$ cat config.mk
export PLATFORM = sky130hd
export DESIGN_NAME = myproject_axi_mac_accum
export DESIGN_NICKNAME = d
export VERILOG_FILES = /design/src/rtl/myproject_axi_mac_accum.sv
export SDC_FILE = /design/constraint.sdc
export NUM_CORES = 1
export LEC_CHECK = 0
export ABC_AREA = 1
export CORE_ASPECT_RATIO = 1.75
export CORE_MARGIN = 8
export CORE_UTILIZATION = 53
export DETAILED_ROUTE_END_ITERATION = 12
export PLACE_DENSITY_LB_ADDON = 0.2
export SYNTH_ARGS = -nofsm -noshare
export SYNTH_HDL_FRONTEND = slang
export SYNTH_SLANG_ARGS = --single-unit
$ cat constraint.sdc
create_clock -name clk -period 2.1 [get_ports clk]
set_clock_uncertainty 0.05 [all_clocks]
set_input_delay 0.525 -clock clk [delete_from_list [all_inputs] [get_ports clk]]
set_output_delay 0.525 -clock clk [all_outputs]
set_load 0.005 [all_outputs]
$ cat src/rtl/myproject_axi_mac_accum.sv
// -----------------------------------------------------------------------------
// myproject_axi_mac_accum
//
// Accumulator stage behind the 6s x 16s signed multiplier. Each group of
// N_TERMS signed products is summed together with a per-neuron bias. The sum
// is then rounded (half toward +inf), shifted down by FRAC_SHIFT and
// saturated to a signed OUT_WIDTH activation. The activation is offered on a
// valid/ready output.
//
// Optional build macro: MYPROJECT_MAC_RELU_EN
//   When defined, negative results are clamped to 0 with out_sat=0. Positive
//   saturation and latency are the same in both builds.
//
// Ports:
//   clk        in   rising-edge clock
//   reset      in   asynchronous, active-high reset
//   in_valid   in   product valid
//   in_ready   out  block can accept a product (only while accumulating)
//   in_prod    in   signed product, PROD_WIDTH bits
//   in_bias    in   signed bias in output format, sampled with the first term
//   out_valid  out  result valid
//   out_ready  in   consumer accepts the result
//   out_data   out  signed result, OUT_WIDTH bits
//   out_sat    out  result was saturated (qualified by out_valid)
//   term_cnt   out  terms accepted in the current group (debug)
// -----------------------------------------------------------------------------
module myproject_axi_mac_accum #(
  parameter int PROD_WIDTH = 21,
  parameter int ACC_WIDTH  = 28,
  parameter int BIAS_WIDTH = 16,
  parameter int OUT_WIDTH  = 16,
  parameter int FRAC_SHIFT = 10,
  parameter int N_TERMS    = 8
) (
  input  logic                         clk,
  input  logic                         reset,
  input  logic                         in_valid,
  output logic                         in_ready,
  input  logic signed [PROD_WIDTH-1:0] in_prod,
  input  logic signed [BIAS_WIDTH-1:0] in_bias,
  output logic                         out_valid,
  input  logic                         out_ready,
  output logic signed [OUT_WIDTH-1:0]  out_data,
  output logic                         out_sat,
  output logic [$clog2(N_TERMS):0]     term_cnt
);

  localparam int CNT_W = $clog2(N_TERMS) + 1;
  localparam int AW1   = ACC_WIDTH + 1;
  localparam logic [CNT_W-1:0] LP_LAST = CNT_W'(N_TERMS - 1);
  localparam logic signed [AW1-1:0] LP_HALF = AW1'(1) << (FRAC_SHIFT - 1);
  // Output range limits expressed at the rounding width for signed compares.
  localparam logic signed [AW1-1:0] LP_MAX =
    {{(AW1 - OUT_WIDTH + 1){1'b0}}, {(OUT_WIDTH - 1){1'b1}}};
  localparam logic signed [AW1-1:0] LP_MIN =
    {{(AW1 - OUT_WIDTH + 1){1'b1}}, {(OUT_WIDTH - 1){1'b0}}};
  localparam logic signed [OUT_WIDTH-1:0] LP_OUT_MAX = {1'b0, {(OUT_WIDTH - 1){1'b1}}};
  localparam logic signed [OUT_WIDTH-1:0] LP_OUT_MIN = {1'b1, {(OUT_WIDTH - 1){1'b0}}};

  typedef enum logic [1:0] {
    ST_ACC = 2'd0,
    ST_RND = 2'd1,
    ST_OUT = 2'd2
  } state_t;

  state_t                        r_state;
  state_t                        w_state_nxt;
  logic signed [ACC_WIDTH-1:0]   r_acc;
  logic [CNT_W-1:0]              r_term_cnt;
  logic                          r_in_ready;
  logic                          r_out_valid;
  logic signed [OUT_WIDTH-1:0]   r_out_data;
  logic                          r_out_sat;

  logic                          w_accept;
  logic                          w_last;
  logic signed [ACC_WIDTH-1:0]   w_prod_ext;
  logic signed [ACC_WIDTH-1:0]   w_bias_ext;
  logic signed [AW1-1:0]         w_rnd_sum;
  logic signed [AW1-1:0]         w_rnd_shift;
  logic signed [OUT_WIDTH-1:0]   w_res_data;
  logic                          w_res_sat;

  assign in_ready  = r_in_ready;
  assign out_valid = r_out_valid;
  assign out_data  = r_out_data;
  assign out_sat   = r_out_sat;
  assign term_cnt  = r_term_cnt;

  assign w_accept = in_valid & r_in_ready;
  assign w_last   = (r_term_cnt == LP_LAST);

  assign w_prod_ext = {{(ACC_WIDTH - PROD_WIDTH){in_prod[PROD_WIDTH-1]}}, in_prod};
  // Bias is in output format; move it up to product format before adding.
  assign w_bias_ext = {{(ACC_WIDTH - BIAS_WIDTH - FRAC_SHIFT){in_bias[BIAS_WIDTH-1]}},
                       in_bias, {FRAC_SHIFT{1'b0}}};

  // One extra bit keeps the rounding constant from ever wrapping the sum.
  assign w_rnd_sum   = {r_acc[ACC_WIDTH-1], r_acc} + LP_HALF;
  assign w_rnd_shift = w_rnd_sum >>> FRAC_SHIFT;

  // Saturate (and optionally clamp negatives) the rounded accumulator.
  always_comb begin
    w_res_data = '0;
    w_res_sat  = 1'b0;
    if (w_rnd_shift > LP_MAX) begin
      w_res_data = LP_OUT_MAX;
      w_res_sat  = 1'b1;
`ifdef MYPROJECT_MAC_RELU_EN
    end else if (w_rnd_shift[AW1-1]) begin
      w_res_data = '0;
      w_res_sat  = 1'b0;
`else
    end else if (w_rnd_shift < LP_MIN) begin
      w_res_data = LP_OUT_MIN;
      w_res_sat  = 1'b1;
`endif
    end else begin
      w_res_data = w_rnd_shift[OUT_WIDTH-1:0];
      w_res_sat  = 1'b0;
    end
  end

  // State register.
  always_ff @(posedge clk or posedge reset) begin
    if (reset) begin
      r_state <= ST_ACC;
    end else begin
      r_state <= w_state_nxt;
    end
  end

  // Next-state logic: accumulate, one rounding cycle, then hold until taken.
  always_comb begin
    w_state_nxt = r_state;
    case (r_state)
      ST_ACC: begin
        if (w_accept && w_last) begin
          w_state_nxt = ST_RND;
        end else begin
          w_state_nxt = ST_ACC;
        end
      end
      ST_RND: begin
        w_state_nxt = ST_OUT;
      end
      ST_OUT: begin
        if (r_out_valid && out_ready) begin
          w_state_nxt = ST_ACC;
        end else begin
          w_state_nxt = ST_OUT;
        end
      end
      default: begin
        w_state_nxt = ST_ACC;
      end
    endcase
  end

  // Accumulator, term counter and registered output handshake.
  always_ff @(posedge clk or posedge reset) begin
    if (reset) begin
      r_acc       <= '0;
      r_term_cnt  <= '0;
      r_in_ready  <= 1'b1;
      r_out_valid <= 1'b0;
      r_out_data  <= '0;
      r_out_sat   <= 1'b0;
    end else begin
      case (r_state)
        ST_ACC: begin
          if (w_accept) begin
            // The first term of a group loads the bias into the sum.
            if (r_term_cnt == CNT_W'(0)) begin
              r_acc <= w_prod_ext + w_bias_ext;
            end else begin
              r_acc <= r_acc + w_prod_ext;
            end
            r_term_cnt <= r_term_cnt + CNT_W'(1);
            if (w_last) begin
              r_in_ready <= 1'b0;
            end else begin
              r_in_ready <= 1'b1;
            end
          end else begin
            r_acc <= r_acc;
          end
        end
        ST_RND: begin
          r_out_data  <= w_res_data;
          r_out_sat   <= w_res_sat;
          r_out_valid <= 1'b1;
        end
        ST_OUT: begin
          // in_ready only returns a cycle after the handshake; no bypass.
          if (r_out_valid && out_ready) begin
            r_out_valid <= 1'b0;
            r_acc       <= '0;
            r_term_cnt  <= '0;
            r_in_ready  <= 1'b1;
          end else begin
            r_out_valid <= r_out_valid;
          end
        end
        default: begin
          r_acc       <= '0;
          r_term_cnt  <= '0;
          r_in_ready  <= 1'b1;
          r_out_valid <= 1'b0;
          r_out_data  <= '0;
          r_out_sat   <= 1'b0;
        end
      endcase
    end
  end

endmodule

## After elaboration in Yosys (flattened, before gate mapping)

Index checks and enable logic that the tools add are counted.

| cells by class | value |
|---|---|
| $add $sub $neg | 4 |
| $lt $le $gt $ge | 2 |
| eq/ne operators | 5 |
| muxes and demuxes | 22 |
| bitwise gates (word level) | 3 |
| reductions and logical operators | 7 |

Operators with widths:

| operator | count |
|---|---|
| 28-bit 2-to-1 mux | 3 |
| 28-bit case mux with 3 select lines | 1 |
| 16-bit 2-to-1 mux | 2 |
| 16-bit case mux with 2 select lines | 1 |
| 28-bit by 11-bit adder with 29-bit output (second input constant) | 1 |
| 28-bit by 21-bit adder with 28-bit output | 1 |
| 21-bit by 26-bit adder with 27-bit output | 1 |
| 19-bit by 16-bit greater-than comparator with 1-bit output (second input constant) | 1 |
| 19-bit by 16-bit less-than comparator with 1-bit output (second input constant) | 1 |
| 4-bit case mux with 3 select lines | 1 |
| 4-bit 2-to-1 mux | 2 |
| 1-bit 2-to-1 mux | 7 |
| 1-bit case mux with 3 select lines | 2 |
| 2-bit case mux with 3 select lines | 1 |
| 4-bit by 1-bit adder with 4-bit output (second input constant) | 1 |
| 4-bit by 3-bit equality test with 1-bit output (second input constant) | 1 |
| 4-bit zero test | 1 |
| 2-bit != test (second input constant) | 2 |
| 3-bit AND reduction | 1 |
| 2-bit by 1-bit equality test with 1-bit output (second input constant) | 1 |
| 2-bit equality test (second input constant) | 1 |
| 1-bit logical AND | 2 |
| 2-bit zero test | 1 |
| 2-bit 2-to-1 mux | 1 |
| other kinds (5) | 6 |

| word-level totals | value |
|---|---|
| flip-flop bits (word level) | 53 |
| logic and storage cells | 50 |

## Logic depth before layout (Yosys ltp)

| depth | value |
|---|---|
| depth after elaboration | 5 |
| depth in mapped cells | 15 |

## Worst setup path before layout

Ideal clock, no wire load.

| timing | value |
|---|---|
| kind | input -> register |
| start | input port in_prod[10] |
| end | register r_acc[27] |
| arrival time | 2.045 ns |
| required time | 1.934 ns |
| path slack | -0.111 ns |
| cell stages on the path | 13 |
| cell sequence | ha_1 inv_1 fa_1 o21ai_0 nand2_1 nand2_1 nand2_1 nand3_1 nand3_1 nand2_1 inv_1 nand2_1 nand2_1 |

| on the way | value |
|---|---|
| longest elaborated chain between the ends | 4 |

Ends and longest elaborated chain:

| what | line | RTL |
|---|---|---|
| start: declaration | 39 | `input logic signed [PROD_WIDTH-1:0] in_prod,` |
| 28-bit by 21-bit adder with 28-bit output or 21-bit by 26-bit adder with 27-bit output (tied branches) | 177, 175 |  |
| 28-bit 2-to-1 mux (*) | 174 | `if (r_term_cnt == CNT_W'(0)) begin` |
| 28-bit 2-to-1 mux (*) | 172 | `if (w_accept) begin` |
| 28-bit case mux with 3 select lines (*) | 170 | `case (r_state)` |
| end signal: assignment | 175 | `r_acc <= w_prod_ext + w_bias_ext;` |
| end signal: assignment | 177 | `r_acc <= r_acc + w_prod_ext;` |
| end signal: assignment | 186 | `r_acc <= r_acc;` |
| end: declaration | 68 | `logic signed [ACC_WIDTH-1:0] r_acc;` |

Every way passes the cells marked *; elsewhere a longest branch is shown, timed or not. The select of a mux whose other input is x is not followed.
A chain may end at the register's enable or synchronous reset.

## Worst setup path in the final report

| timing | value |
|---|---|
| start | register r_acc[10] |
| end | register r_acc[20] |

| on the way | value |
|---|---|
| longest elaborated chain between the ends | 4 |

Ends and longest elaborated chain:

| what | line |
|---|---|
| 28-bit by 21-bit adder with 28-bit output | 177 |
| 28-bit 2-to-1 mux | 174 |
| 28-bit 2-to-1 mux | 172 |
| 28-bit case mux with 3 select lines | 170 |

No other way between the ends. The select of a mux whose other input is x is not followed.

==> tab_implementation.tex <==
\begin{tabular}{lr}
\hline
Metric & Value \\
\hline
\multicolumn{2}{l}{\textbf{Yosys}} \\
\quad Simple-gate area share of the yosys netlist & 41.36\% \\
\quad Post-synthesis share of cell area spent on full adders, half adders and majority gates & 10.88\% \\
\quad Top cells by area in the synthesized netlist & sky130\_fd\_sc\_hd\_\_nand2\_1, sky130\_fd\_sc\_hd\_\_dfrtp\_1, sky130\_fd\_sc\_hd\_\_ha\_1 \\
\quad Number of synthesized flops with an enable pin & 0 \\
\quad Avg Inst Size Synth & 6.129 µm² \\
\quad Synth Cell Area & 5657 µm² \\
\quad Dominant cell type by area after synthesis & sky130\_fd\_sc\_hd\_\_nand2\_1 \\
\quad Yosys warnings & 0 \\
\quad Commonest register cell after synthesis & sky130\_fd\_sc\_hd\_\_dfrtp\_1 \\
\quad Xor and xnor area share after synthesis & 3.716\% \\
\quad Asr flop ratio synth & 100.0\% \\
\quad Main combinational cell family by area after synthesis & simple AND/OR/NAND/NOR gates \\
\quad Post-synthesis mux area share & 0\% \\
\quad Fraction of the mapped netlist area in compound gates & 11.72\% \\
\quad Nets in the synthesized netlist & 1012 \\
\quad Mapped Cells & 923 \\
\quad Count of different cell masters after synthesis & 40 \\
\quad Area share of the largest cell type after synthesis & 23.36\% \\
\quad Sequential share of the synthesized area & 23.47\% \\
\quad FF+latch count, synth & 53 \\
\multicolumn{2}{l}{\textbf{Floorplanning}} \\
\quad Initial core utilization & 53.50\% \\
\quad Die ar. & 14370 µm² \\
\quad Horizontal die dimension & 94.10 µm \\
\quad Ports & 64 \\
\quad Number of placement rows & 50 \\
\quad Core Footprint & 10570 µm² \\
\quad Die height & 152.7 µm \\
\multicolumn{2}{l}{\textbf{Critical path}} \\
\quad Reg2reg end & r\_acc[20]\$\_DFFE\_PP0P\_ \\
\quad Startpoint type of the worst setup path & register \\
\quad Worst Path Class, Setup & reg -> reg \\
\quad Kind of end point of the critical path & register \\
\quad Max FO, Critical Path & 5 \\
\quad Flop2flop setup slack & -0.05 ns \\
\quad Data required time of the worst path & 2.25 ns \\
\quad Startpoint of the worst register-to-register path & r\_acc[10]\$\_DFFE\_PP0P\_ \\
\quad CP arrival & 2.30 ns \\
\quad Worst reg-to-reg path cell count & 10 \\
\multicolumn{2}{l}{\textbf{Pwr}} \\
\quad Leak Pwr & 4.380 nW \\
\quad Pwr dens & 1302 nW/µm² \\
\quad Worst ir drop on vdd & 1.190 mV \\
\multicolumn{2}{l}{\textbf{CTS}} \\
\quad H-tree lvl count & 2 \\
\quad Number of buffers added by the clock tree synthesis step & 5 \\
\quad Clock slew at reported path FFs & 0.09 ns \\
\quad Post-cts hold buffer count & 0 \\
\quad \# clock sinks & 53 \\
\quad Bufs on Longest Clock Path & 2 \\
\quad CTS Root Cell & sky130\_fd\_sc\_hd\_\_clkbuf\_16 \\
\quad TritonCTS clock tree & yes \\
\quad Skew-Pair Late Insertion Delay & 0.31 ns \\
\multicolumn{2}{l}{\textbf{Route}} \\
\quad First-pass iteration count of the detailed router & 6 \\
\quad Detail-routed net length per standard cell & 18.01 µm \\
\quad DRC & 0 \\
\quad Number of violations reported at the end of detailed-routing iteration 0 & 553 \\
\quad Routed Antenna Nets & 0 \\
\quad Via total after detailed routing & 7236 \\
\quad Routed via count divided by cell count & 5.878 \\
\quad Routed Wire Length & 22170 µm \\
\multicolumn{2}{l}{\textbf{STA}} \\
\quad Tcrit/Tclk final & 102.2\% \\
\quad Worst-margin pin slew & 0.3690 ns \\
\quad Hold Vio Cnt, Final & 0 \\
\quad Fmax achieved & 466.1 MHz \\
\quad Final-report setup violation count & 4 \\
\quad Final number of max-transition violations & 0 \\
\quad Worst setup slack after layout & -0.04554 ns \\
\quad Min cycle time layout & 2.146 ns \\
\quad Setup repair after global routing missed its margin & yes \\
\quad Worst max-slew margin expressed relative to the limit & 75.39\% \\
\multicolumn{2}{l}{\textbf{GRT}} \\
\quad Initial antenna violation count & 0 \\
\quad Vias in the first global route & 7115 \\
\quad Pin count of the biggest net entering global routing & 54 \\
\quad First-pass GRT wire length & 31500 µm \\
\quad Total overflow reported by the global router & 0 \\
\quad Global-route total usage across every layer & 27.10\% \\
\multicolumn{2}{l}{\textbf{Cells and area}} \\
\quad Final Non-Filler Cells & 1231 \\
\quad Number of diodes & 0 \\
\quad FF+latch area & 1333 µm² \\
\quad Leading cell types in the layout, fill and taps excluded & sky130\_fd\_sc\_hd\_\_nand2\_1, sky130\_fd\_sc\_hd\_\_buf\_4, sky130\_fd\_sc\_hd\_\_inv\_1, sky130\_fd\_sc\_hd\_\_nor2\_1, sky130\_fd\_sc\_hd\_\_nand3\_1 \\
\quad P\&R area growth vs syn & 51.65\% \\
\quad Most common library cell in the layout ignoring fill and taps & sky130\_fd\_sc\_hd\_\_nand2\_1 \\
\quad Total number of nets in the final design & 1189 \\
\quad Number of inserted filler cells in the final layout & 648 \\
\quad Fraction of layout instances using a drive strength above 1 & 32.06\% \\
\quad Multi-input logic area & 4917 µm² \\
\multicolumn{2}{l}{\textbf{Outcome}} \\
\quad Violated checks & setup timing \\
\quad Outcome & finished with violations \\
\multicolumn{2}{l}{\textbf{Placement}} \\
\quad Placed wire-length estimate after detailed placement & 14190 µm \\
\quad Setup Slack @ Placement & -0.6843 ns \\
\quad Final estimated routing congestion in global placement & 0.9438 \\
\quad Count of buffers from port buffering & 63 \\
\quad Placed cells & 1211 \\
\multicolumn{2}{l}{\textbf{Flow run}} \\
\quad Count of maximum capacitance violations & 0 \\
\multicolumn{2}{l}{\textbf{Hold path}} \\
\quad Source of the worst hold timing path & out\_data[6]\$\_DFFE\_PP0N\_ \\
\quad Class of the most critical hold timing path & reg -> reg \\
\quad Worst Hold Endpoint & out\_data[6]\$\_DFFE\_PP0N\_ \\
\quad Number of cells traversed by the worst hold path & 2 \\
\hline
\end{tabular}
-- per-layer routing --
| layer | global-route usage [%] | up-vias | share of wire, % | routed length, µm |
|---|---|---|---|---|
| li1 | - | 3310 | - | - |
| met1 | 24.98 | 3367 | 33 | 7343 |
| met2 | 50.59 | 409 | 52 | 11540 |
| met3 | 3.404 | 150 | 6.8 | 1503 |
| met4 | 21.22 | 0 | 8.1 | 1790 |
| met5 | 0 | - | 0 | 0 |
-- state kept, by name, summed over array words and instances, names as in the netlist --
register	cells
r_acc	28
out_data	16
term_cnt	4
r_state	2
in_ready	1
out_sat	1
out_valid	1
-- through the flow --
stage,setup TNS (ns),hold WS [ns],cell area [µm²],power (mW),util (%)
floorplan,0,0.4035,5668,5.820,-
global placement,-12.13,0.4116,7258,8.296,68.65
detailed placement,-13.06,0.4142,7258,8.427,68.65
CTS,-0.001674,0.4330,8004,9.976,75.70
global route,-1.238,0.4507,8578,11.92,81.14
finish,-0.1303,0.4273,8578,11.17,81.14
-- synth_stat cells, types with 3 or more instances --
master / number
sky130_fd_sc_hd__o21bai_1: 6
sky130_fd_sc_hd__nand2_1: 352
sky130_fd_sc_hd__inv_2: 3
sky130_fd_sc_hd__nand4_1: 9
sky130_fd_sc_hd__o21a_1: 3
sky130_fd_sc_hd__a21o_1: 6
sky130_fd_sc_hd__nor3_1: 4
sky130_fd_sc_hd__o21ai_0: 44
sky130_fd_sc_hd__buf_2: 3
sky130_fd_sc_hd__nor2_1: 80
sky130_fd_sc_hd__ha_1: 46
sky130_fd_sc_hd__clkbuf_1: 8
sky130_fd_sc_hd__nor2_4: 3
sky130_fd_sc_hd__inv_1: 106
sky130_fd_sc_hd__xnor2_1: 9
sky130_fd_sc_hd__xor2_1: 15
sky130_fd_sc_hd__dfrtp_1: 52
sky130_fd_sc_hd__nand3_1: 77
sky130_fd_sc_hd__a21oi_1: 53
sky130_fd_sc_hd__nand2_2: 13
sky130_fd_sc_hd__nor2_2: 4
-- where the power goes --
group	switching, mW	internal, mW
clock network	0.431	0.446
logic	4.70	3.67
registers	0.451	1.47
-- cell families after synthesis --
| logic type | count (synthesis) |
|---|---|
| adder cells (fa/ha/maj) | 48 |
| buffers and inverters | 124 |
| flip-flops | 53 |
| AND/OR/NAND/NOR | 555 |
| XOR/XNOR | 24 |
| AO/OA/AOI/OAI | 119 |
-- how the worst max path moves through the flow --
stage                          start                    end  slack (ns)  cells after the start
3_3_place_gp             in_prod[10]  r_acc[27]$_DFFE_PP0P_       -0.63                     14
5_1_grt        r_acc[10]$_DFFE_PP0P_  r_acc[21]$_DFFE_PP0P_       -0.21                     11
4_1_cts                  in_prod[20]  r_acc[25]$_DFFE_PP0P_      -0.002                     12
3_5_place_dp             in_prod[10]  r_acc[27]$_DFFE_PP0P_       -0.68                     14
2_1_floorplan             in_prod[0]  r_acc[14]$_DFFE_PP0P_        0.04                     14
6_report       r_acc[10]$_DFFE_PP0P_  r_acc[20]$_DFFE_PP0P_       -0.05                     10
-- area by class of cell --
class / instances / share of cell area [%]
Clock buffer: 5 / 1.459
Tap cell: 130 / 1.896
Timing Repair Buffer: 185 / 18.73
Clock inverter: 3 / 0.2480
Multi-Input combinational cell: 746 / 57.32
Inverter: 109 / 4.813
Sequential cell: 53 / 15.53
-- worst max-delay path, stage by stage, from the launching register on --
cell and delay [ns]:
sky130_fd_sc_hd__dfrtp_2 0.47, sky130_fd_sc_hd__buf_4 0.16, sky130_fd_sc_hd__ha_4 0.29, sky130_fd_sc_hd__nand2_1 0.12, sky130_fd_sc_hd__nor2_1 0.12, sky130_fd_sc_hd__buf_4 0.15
sky130_fd_sc_hd__nand4_1 0.27, sky130_fd_sc_hd__nand4_1 0.19, sky130_fd_sc_hd__nand3_1 0.09, sky130_fd_sc_hd__nand2_1 0.08, sky130_fd_sc_hd__nand2_1 0.04
-- what timing repair did --
action / in CTS / in global routing
pin swaps: 32 / 37
resized for setup: 132 / 142
cloned: 1 / 0
endpoints found under the setup margin: 23 / 32
setup buffers: 3 / 8
Power figures use the tool's default switching activity.
